$ cat src/rtl/uart_rx_pkg.sv
// uart_rx_pkg: CSR map, STATUS/CONTROL bit positions and THRESH reset value for uart_rx_fifo
package uart_rx_pkg;
  localparam logic [1:0] ADDR_DATA = 2'd0;
  localparam logic [1:0] ADDR_STATUS = 2'd1;
  localparam logic [1:0] ADDR_CONTROL = 2'd2;
  localparam logic [1:0] ADDR_THRESH = 2'd3;
  localparam int ST_EMPTY = 16;
  localparam int ST_FULL = 17;
  localparam int ST_OVERRUN = 18;
  localparam int ST_IRQ = 19;
  localparam int CTRL_FLUSH = 0;
  localparam int CTRL_CLR_OVR = 1;
  localparam int CTRL_IRQ_EN = 2;
  localparam int DATA_VALID = 31;
  localparam logic [8:0] THRESH_RST = 9'd1;
endpackage

$ cat src/rtl/uart_rx_fifo_sync_fifo.sv
// sync_fifo: power-of-two circular buffer with flush priority and push-while-full when popping
module sync_fifo #(
  parameter int DATA_W = 9,
  parameter int DEPTH = 16
) (
  input  logic                       clk,
  input  logic                       rst,
  input  logic                       push,
  input  logic                       pop,
  input  logic                       flush,
  input  logic [DATA_W-1:0]          din,
  output logic [DATA_W-1:0]          dout,
  output logic [$clog2(DEPTH):0]     count,
  output logic                       full,
  output logic                       empty
);
  localparam int AW = $clog2(DEPTH);
  logic [DATA_W-1:0] mem [DEPTH];
  logic [AW-1:0] wr_ptr, rd_ptr;
  logic do_pop, do_push;
  assign full = count == (AW+1)'(DEPTH);
  assign empty = count == '0;
  assign do_pop = pop && !empty;
  assign do_push = push && !flush && (!full || do_pop);
  assign dout = mem[rd_ptr];
  always_ff @(posedge clk) begin
    if (rst || flush) begin
      wr_ptr <= '0;
      rd_ptr <= '0;
      count <= '0;
    end else begin
      if (do_push) wr_ptr <= wr_ptr + 1'b1;
      if (do_pop) rd_ptr <= rd_ptr + 1'b1;
      count <= count + (AW+1)'(do_push) - (AW+1)'(do_pop);
    end
  end
  always_ff @(posedge clk) begin
    if (do_push) mem[wr_ptr] <= din;
  end
endmodule

$ cat src/rtl/uart_rx_fifo.sv
// uart_rx_fifo: Avalon-MM UART receive FIFO with CSRs; irq port and logic present only under UART_RX_IRQ_EN
module uart_rx_fifo
  import uart_rx_pkg::*;
#(
  parameter int DATA_W = 9,
  parameter int DEPTH = 16
) (
  input  logic              clk,
  input  logic              reset,
  input  logic [1:0]        address,
  input  logic              chipselect,
  input  logic              read,
  input  logic              write,
  input  logic [31:0]       writedata,
  output logic [31:0]       readdata,
  input  logic [DATA_W-1:0] RX_data,
  input  logic              load
`ifdef UART_RX_IRQ_EN
  ,
  output logic              irq
`endif
);
  localparam int CW = $clog2(DEPTH) + 1;
  logic rd, wr, pop, flush, ovr_clr, ovr_set, overrun, irq_en, irq_pending, full, empty;
  logic [DATA_W-1:0] dout;
  logic [CW-1:0] cnt;
  logic [8:0] count9, thresh;
  logic [31:0] status, rd_mux;
  assign rd = chipselect && read;
  assign wr = chipselect && write;
  assign pop = rd && address == ADDR_DATA;
  assign flush = wr && address == ADDR_CONTROL && writedata[CTRL_FLUSH];
  assign ovr_clr = wr && address == ADDR_CONTROL && writedata[CTRL_CLR_OVR];
  assign ovr_set = load && full && !pop && !flush;
  assign count9 = 9'(cnt);
  assign irq_pending = irq_en && (count9 >= thresh || overrun);
  sync_fifo #(.DATA_W(DATA_W), .DEPTH(DEPTH)) u_fifo (
    .clk(clk),
    .rst(reset),
    .push(load),
    .pop(pop),
    .flush(flush),
    .din(RX_data),
    .dout(dout),
    .count(cnt),
    .full(full),
    .empty(empty)
  );
  always_comb begin
    status = '0;
    status[8:0] = count9;
    status[ST_EMPTY] = empty;
    status[ST_FULL] = full;
    status[ST_OVERRUN] = overrun;
    status[ST_IRQ] = irq_pending;
    rd_mux = address == ADDR_DATA ? (empty ? 32'd0 : ((32'd1 << DATA_VALID) | 32'(dout))) :
             address == ADDR_STATUS ? status :
             address == ADDR_CONTROL ? (32'(irq_en) << CTRL_IRQ_EN) :
             32'(thresh);
  end
  always_ff @(posedge clk) begin
    if (reset) begin
      readdata <= '0;
      overrun <= 1'b0;
      thresh <= THRESH_RST;
    end else begin
      if (rd) readdata <= rd_mux;
      if (wr && address == ADDR_THRESH) thresh <= writedata[8:0];
      overrun <= (overrun && !ovr_clr) || ovr_set;
    end
  end
`ifdef UART_RX_IRQ_EN
  always_ff @(posedge clk) begin
    if (reset) begin
      irq_en <= 1'b0;
      irq <= 1'b0;
    end else begin
      if (wr && address == ADDR_CONTROL) irq_en <= writedata[CTRL_IRQ_EN];
      irq <= irq_pending;
    end
  end
`else
  assign irq_en = 1'b0;
`endif
endmodule

$ cat config.mk
export PLATFORM = sky130hd
export DESIGN_NAME = uart_rx_fifo
export DESIGN_NICKNAME = d
export VERILOG_FILES = /design/src/rtl/uart_rx_pkg.sv /design/src/rtl/uart_rx_fifo_sync_fifo.sv /design/src/rtl/uart_rx_fifo.sv
export SDC_FILE = /design/constraint.sdc
export NUM_CORES = 1
export LEC_CHECK = 0
export CAP_MARGIN = 20
export CORE_MARGIN = 5
export CORE_UTILIZATION = 38
export DETAILED_ROUTE_END_ITERATION = 8
export GPL_ROUTABILITY_DRIVEN = 0
export HOLD_SLACK_MARGIN = 0.03
export MAX_ROUTING_LAYER = met4
export SETUP_SLACK_MARGIN = 0.02
export SYNTH_ARGS = -nofsm -noshare
export SYNTH_HDL_FRONTEND = slang
export SYNTH_HIERARCHICAL = 1
export SYNTH_SLANG_ARGS = --single-unit
$ cat constraint.sdc
create_clock -name clk -period 3.1 [get_ports clk]
set_input_delay 0.62 -clock clk [delete_from_list [all_inputs] [get_ports clk]]
set_output_delay 0.62 -clock clk [all_outputs]
set_load 0.02 [all_outputs]
==> metrics, run 1 <==
mux share of post-synthesis cell area 0.1184; post-placement worst setup slack -250.5 ps; count of flip-flops with a built-in enable after synthesis about 140; critical path start-end classification input port to register; global-route congestion overflow total 0; setup slack after layout between 150 and 200 ps; maxcap violations 0; overall die height about 150 microns; sequential element share of the synthesized area 0.6776; router iterations before antenna repair 4; area post-placement 8318 sq um; number of primary I/O pins slightly above 80; Cell Pwr Density 639.3 nW/um^2; Max Clk Rate ~340 MHz; startpoint of the most critical hold path thresh[8]; H-tree depth 4; worst hold-check slack approximately 470 ps; wire length of the first global-routing pass 22.95 mm; clock sink count about 180; number of nets in the final layout between 500 and 600; Fin Setup TNS 0 ps; Hold EP thresh[8]; CTS tree built; simple-gate share of the synthesized area 0.06501; filler cell count roughly 1.7k; Least-Margin Pin Slew about 880 ps; antenna viol nets, final 0; vias per cell a little over 5; xor and xnor fraction of the mapped netlist area 0.008106; Root Buffer Master clkbuf_16; cell type of the slowest stage on the worst timing path clkdlybuf4s50_1; flip-flop and latch count after synthesis about 180; Synth Area in Compound Gates 0.06203; final design utilization 0.4587; CTS clock-pin slew for the worst setup and hold paths roughly 70 ps; post-detail-place hpwl ~10 mm; data required time at the worst endpoint approximately 3500 ps; post-CTS setup buffer count 0; proportion of synthesized flip-flops having asynchronous set or reset 0; TritonCTS Buffers 17; syn_area_per_cell 16.37 sq um; routed via count between 4k and 5k; depth of the worst register-to-register path 13; standard cell core area 19530 sq um; DRC violation total after the first TritonRoute iteration between 300 and 400; Residual DRC 0; Syn-to-layout area delta 18.41%; setup skew after layout approximately 8.5 ps; leading register cell type out of synthesis edfxtp_1; maximum number of pins on one net before global-route repair 37; post-synthesis cell count 462; Synth Area in Adders 0.02084; ordered cell list for the critical path clkdlybuf4s50_1, nand4b_1, nor2_1, nor2b_1, o41ai_4, ha_1, inv_1, ha_1, fa_1, a21oi_1, nor2_1, or3_1, a21oi_1; flop-to-flop setup slack between 150 and 200 ps; endpoint type of the worst setup path register; Post-Layout Inst Area ~9000 sq um; number of library cell types mapped by synthesis 48; share of cells above drive strength 1 0.1676; status finished, final reports clean; destination of the worst register-to-register timing path u_fifo/count[4]; number of failing hold endpoints at the final stage 0; routed wirelength normalized by instance count 17.95 microns; width of the die 151.1 microns; Critical Path AT between 3000 and 4000 ps; class of the tightest hold or removal check register to register; PortBufs 38; hold-critical path depth 2; Lkg Pwr ~3.0 nW; final WL 14.51 mm; final clock period utilization by the worst path 0.9473; minimum clock period after layout 2937 ps; Synth warnings 6; std cell rows a little over 50; antenna diode count 0; number of antenna violations at the first check in global routing 0; Clock Path Buffers 2; via count of the first global-routing pass 4145; initial core utilization 0.3874; dominant combinational cell family by area after synthesis multiplexers; startpoint kind of the worst setup timing path input port; Global Route Usage Sum 0.1385; Final Max Slew Viols 0; maximum VDD drop between 400 and 500 uV; reg-to-reg startpoint u_fifo/count[2]; Resized cells post-CTS 0; quantity of hold-fixing buffers added after cts 0; highest fanout seen on the critical path 3; insertion delay of the later-clocked pin in the worst-skew pair around 430 ps; Die Footprint roughly 23000 sq um; number of endpoints failing setup at the final stage 0; slowest stage delay, CP between 400 and 500 ps; worst slew margin relative to its limit 0.4131; unrepaired setup endpoints after global routing no; total standard cell area after synthesis ~7600 sq um
==> cell usage in the layout (no fill, tap or decap), types with 6 or more instances in the layout <==
cell | netlist | routed
a22oi_1 | 31 | 31
nand3_1 | 12 | 12
conb_1 | 1 | 19
nand2_1 | 32 | 32
clkbuf_16 | 0 | 17
a21oi_1 | 24 | 24
dfxtp_1 | 40 | 39
mux4_2 | 16 | 16
edfxtp_1 | 144 | 144
buf_4 | 21 | 33
mux4_1 | 20 | 20
inv_8 | 0 | 6
clkdlybuf4s50_1 | 0 | 38
and2_1 | 6 | 6
nor2_1 | 22 | 22
inv_1 | 12 | 12
ha_1 | 11 | 11
==> cells by family (layout without fill, tap and decap cells) <==
kind of cell | count (synthesis) | after routing
buffers and inverters | 55 | 118
AOI/OAI and AO/OA | 68 | 68
adders and majority gates | 12 | 12
other | 1 | 19
muxes | 37 | 37
xor gates and xnor gates | 7 | 7
DFF | 184 | 184
and+or+nand+nor | 98 | 98
==> synth_stat cells (2+ instances only) <==
master,number,area (sq um)
nand2_1,32,120.1
clkbuf_1,6,22.52
nor2_1,22,82.58
inv_1,12,45.04
nor2b_1,2,12.51
buf_6,4,45.04
a21oi_1,24,120.1
xnor2_1,3,26.28
dfxtp_1,40,800.8
nand3_1,12,60.06
mux4_1,20,525.5
o21ai_0,4,20.02
buf_2,6,30.03
nor3_1,5,25.02
edfxtp_1,144,4324
xor2_1,4,35.03
or3_1,3,18.77
a32oi_1,5,43.79
and3_1,5,31.28
buf_4,21,157.7
ha_1,11,137.6
and2_1,6,37.54
a22oi_1,31,232.7
mux4_2,16,360.4
==> power by group <==
| part | internal, W | leakage (nW) | total [W] | switching (W) |
|---|---|---|---|---|
| clock network | 0.00119 | 0.311 | 0.00225 | 0.00106 |
| logic | 0.000292 | 1.09 | 0.000677 | 0.000385 |
| registers | 0.00275 | 1.62 | 0.00280 | 0.0000496 |
==> worst max-delay path, delay by kind of cell <==
family          cells  cell delay [ps]
fa+ha+maj           3              880
simple gates        5              850
buf+inv             2              510
compound gates      3              430
==> sequential cells by signal, indices dropped and copies added (netlist names), named ones only <==
signal / cells
overrun: 1
readdata: 13
thresh: 9
u_fifo/count: 5
u_fifo/mem: 144
u_fifo/rd_ptr: 4
u_fifo/wr_ptr: 4
==> area by class of cell <==
class | instances | area [sq um] | share of cell area
Tap cell | 265 | 331.6 | 0.03702
Timing Repair Buffer | 72 | 648.1 | 0.07237
Clock inverter | 15 | 212.7 | 0.02375
Sequential cell | 184 | 5126 | 0.5724
Clock buffer | 17 | 425.4 | 0.04750
Inverter | 14 | 52.55 | 0.005868
Multi-Input combinational cell | 241 | 2160 | 0.2411
==> per-stage QoR <==
stage	std cells	total power [W]
after floorplan	480	0.003316
after global placement	776	0.003514
after detailed placement	776	0.003539
after CTS	808	0.005784
after global routing	808	0.005981
final	808	0.005726
==> routing by layer <==
layer | GRT usage | share of wire | routed length (microns)
met5 | - | 0 | 0
met4 | 0.04488 | 0.013 | 193
met3 | 0.03142 | 0.044 | 645
met2 | 0.2161 | 0.50 | 7269
met1 | 0.1814 | 0.44 | 6398
==> worst max-delay path by stage <==
stage	endpoint	slack (ps)	depth (start not counted)	startpoint
after global placement	u_fifo/count[4]	-210	13	address[0]
after global routing	u_fifo/count[4]	60	13	u_fifo/count[2]
after CTS	u_fifo/count[4]	180	13	u_fifo/count[2]
after floorplan	u_fifo/count[4]	60	13	address[1]
after detailed placement	u_fifo/count[4]	-250	13	address[0]
final	u_fifo/count[4]	160	13	address[0]
Note: power is estimated with default switching activity, not from simulation.
==> inputs of run 2 (changes only) <==
--- a/config.mk
+++ b/config.mk
@@ -10,7 +10,6 @@
 export CORE_UTILIZATION = 38
 export DETAILED_ROUTE_END_ITERATION = 8
 export GPL_ROUTABILITY_DRIVEN = 0
-export HOLD_SLACK_MARGIN = 0.03
 export MAX_ROUTING_LAYER = met4
 export SETUP_SLACK_MARGIN = 0.02
 export SYNTH_ARGS = -nofsm -noshare
==> results of run 2 <==
Same layout as run 1: the final DEF is identical, and so are final timing and power.
==> inputs of run 3 (changes only) <==
--- a/config.mk
+++ b/config.mk
@@ -5,6 +5,7 @@
 export SDC_FILE = /design/constraint.sdc
 export NUM_CORES = 1
 export LEC_CHECK = 0
+export ABC_AREA = 1
 export CAP_MARGIN = 20
 export CORE_MARGIN = 5
 export CORE_UTILIZATION = 38
==> metrics, run 3 <==
post-synthesis cell count 895 (was 462); share of cells above drive strength 1 0.09381 (was 0.1676); number of flip-flops under the largest register name 144 (unchanged); post-detail-place hpwl 11.93 mm (was 9.728 mm); Final Max Slew Viols 0 (unchanged); ranking of synthesized cells by area edfxtp_1, nand2_1, dfxtp_1 (was edfxtp_1, dfxtp_1, mux4_1); flop-to-flop setup slack 730 ps (was 170 ps); Fin Setup TNS 0 ps (unchanged); endpoint type of the worst setup path register (unchanged); vias per cell 4.643 (was 5.062); routing layer with the top usage in global route met2 (unchanged); global-route congestion overflow total 0 (unchanged); routed via count 5804 (was 4090); maximum VDD drop 397.2 uV (was 447.3 uV); flip-flop and latch count after synthesis 184 (unchanged); leading register cell type out of synthesis edfxtp_1 (unchanged); register bank with the most flops u_fifo/mem (unchanged); router iterations before antenna repair 5 (was 4); routed wirelength normalized by instance count 15.26 microns (was 17.95 microns); most frequent cells in the layout nand2_1, edfxtp_1, inv_1 (was edfxtp_1, dfxtp_1, clkdlybuf4s50_1); worst slew margin relative to its limit 0.4920 (was 0.4131); unrepaired setup endpoints after global routing no (unchanged); post-placement worst setup slack -68.31 ps (was -250.5 ps); critical path start-end classification input port to register (unchanged); setup skew after layout 10.70 ps (was 8.459 ps); final WL 19.08 mm (was 14.51 mm); Max Clk Rate 365.2 MHz (was 340.5 MHz); met2 global-route usage 0.2640 (was 0.2161); top cells by instance count after synthesis nand2_1, edfxtp_1, inv_1 (was edfxtp_1, dfxtp_1, nand2_1); Resized cells post-CTS 0 (unchanged); Synth Area in Adders 0.01867 (was 0.02084); final clock period utilization by the worst path 0.8834 (was 0.9473); setup slack after layout 361.5 ps (was 163.3 ps); Syn-to-layout area delta 15.01% (was 18.41%); sequential element share of the synthesized area 0.6068 (was 0.6776); filler cell count 2067 (was 1700); proportion of synthesized flip-flops having asynchronous set or reset 0 (unchanged); most instantiated library cell after synthesis nand2_1 (was edfxtp_1); CTS tree built (unchanged); maxcap violations 0 (unchanged); Clock Path Buffers 2 (unchanged); count of flip-flops with a built-in enable after synthesis 144 (unchanged); width of the die 159.1 microns (was 151.1 microns); final design utilization 0.4451 (was 0.4587); minimum clock period after layout 2738 ps (was 2937 ps); wire length of the first global-routing pass 30.15 mm (was 22.95 mm); Global Route Usage Sum 0.1557 (was 0.1385); via count of the first global-routing pass 5595 (was 4145); Residual DRC 0 (unchanged); Critical Path AT 3070 ps (was 3300 ps); Die Footprint 25310 sq um (was 22830 sq um); std cell rows 54 (was 51); DRC violation total after the first TritonRoute iteration 490 (was 313); GR Layer Usage met3 0.02304 (was 0.03142); maximum number of pins on one net before global-route repair 73 (was 37); Root Buffer Master clkbuf_16 (unchanged); total standard cell area after synthesis 8446 sq um (was 7564 sq um); post-CTS setup buffer count 0 (unchanged); number of failing hold endpoints at the final stage 0 (unchanged); Cell Pwr Density 600.8 nW/um^2 (was 639.3 nW/um^2); overall die height 159.1 microns (was 151.1 microns); met1 routing resource usage after global routing 0.1941 (was 0.1814); PortBufs 38 (unchanged); area leader, netlist edfxtp_1 (unchanged); commonest non-fill, non-tap cell in the layout nand2_1 (was edfxtp_1); dominant combinational cell family by area after synthesis simple AND/OR/NAND/NOR gates (was multiplexers); initial core utilization 0.3870 (was 0.3874); insertion delay of the later-clocked pin in the worst-skew pair 430 ps (about the same); status finished, final reports clean (unchanged); number of primary I/O pins 81 (unchanged); startpoint kind of the worst setup timing path input port (unchanged); number of endpoints failing setup at the final stage 0 (unchanged); clock sink count 184 (unchanged); class of the tightest hold or removal check register to register (unchanged); Lkg Pwr 4.214 nW (was 3.022 nW); Synth warnings 6 (unchanged); Least-Margin Pin Slew 759.6 ps (was 878.6 ps); xor and xnor fraction of the mapped netlist area 0.003111 (was 0.008106); area fraction of the dominant cell type after synthesis 0.5120 (was 0.5717); number of antenna violations at the first check in global routing 0 (unchanged); antenna diode count 0 (unchanged); largest registers u_fifo/mem (144), readdata (13), thresh (9) (unchanged); number of nets in the final layout 1018 (was 591); H-tree depth 4 (unchanged); standard cell core area 21820 sq um (was 19530 sq um); simple-gate share of the synthesized area 0.2381 (was 0.06501); CTS clock-pin slew for the worst setup and hold paths 70 ps (about the same); syn_area_per_cell 9.436 sq um (was 16.37 sq um); TritonCTS Buffers 17 (unchanged); quantity of hold-fixing buffers added after cts 0 (unchanged); mux share of post-synthesis cell area 0 (was 0.1184); highest fanout seen on the critical path 4 (was 3); antenna viol nets, final 0 (unchanged); Synth Area in Compound Gates 0.01778 (was 0.06203); number of library cell types mapped by synthesis 28 (was 48); data required time at the worst endpoint 3430 ps (was 3460 ps)
[run 3: cell count changes after synthesis, moves of 7 or more]
cell	change
nand4_1	+7
buf_6	+7
inv_1	+127
mux4_1	-20
nand3_1	+126
a22oi_1	-31
mux4_2	-16
buf_4	+9
nand2_1	+223
nor2_1	+31
a21oi_1	-10
[run 3: critical path, stage by stage]
cell and delay, ps:
clkdlybuf4s50_1 590, nor2_2 70, nand3_1 120, inv_1 80, nor2_1 180, nand2_2 90, ha_1 270, inv_1 40
ha_1 190, fa_1 390, nand2_1 100, a21oi_1 60, nor2_1 120, nand2_1 60, nand2_1 50, nor2_1 30
[run 3: through the flow]
step                power [W]  hold WS, ps  area (sq um)  instances
finish               0.005835        463.7          9713       1250
global route         0.006121        473.2          9713       1250
detailed placement   0.003764        449.3          9138       1218
global placement     0.003753        449.5          9138       1218
CTS                  0.005886        462.1          9713       1250
floorplan            0.003486        428.5          8513        913
[run 3: cell families (layout without fill, tap and decap cells)]
group / after synthesis / count (layout)
compound gates: 28 / 28
buf+inv: 199 / 256
fa+ha+maj: 12 / 12
xor+xnor: 3 / 3
simple gates: 468 / 468
other cells: 1 / 19
flops: 184 / 184
[run 3: final cells by class]
cell class,instances,area (sq um),share of cell area
well taps,280,350.3,0.03607
clock inverters,14,146.4,0.01507
multi-input cells,530,2416,0.2487
repair buffers,77,685.7,0.07059
flip-flops and latches,184,5126,0.5278
clock buffers,18,429.2,0.04418
inverters,147,559.3,0.05758
[run 3: worst paths after layout]
kind	startpoint	end	cells past startpoint
hold / removal	overrun	readdata[18]	2
setup reg to reg	u_fifo/count[3]	u_fifo/count[4]	15
hold reg to reg	overrun	readdata[18]	2
setup / recovery	address[0]	u_fifo/count[4]	16
[run 3: power by group]
part / internal [W] / total, W / switching [W]
clock: 0.00119 / 0.00213 / 0.000934
sequential: 0.00278 / 0.00285 / 0.0000706
combinational: 0.000294 / 0.000859 / 0.000565
total: 0.00427 / 0.00584 / 0.00157
[run 3: metal layers]
metal | routed length (microns) | vias up | share of wire
met5 | 0 | - | 0
met1 | 8000 | 2707 | 0.42
met4 | 269 | 0 | 0.014
met3 | 939 | 20 | 0.049
met2 | 9870 | 127 | 0.52
li1 | - | 2950 | -
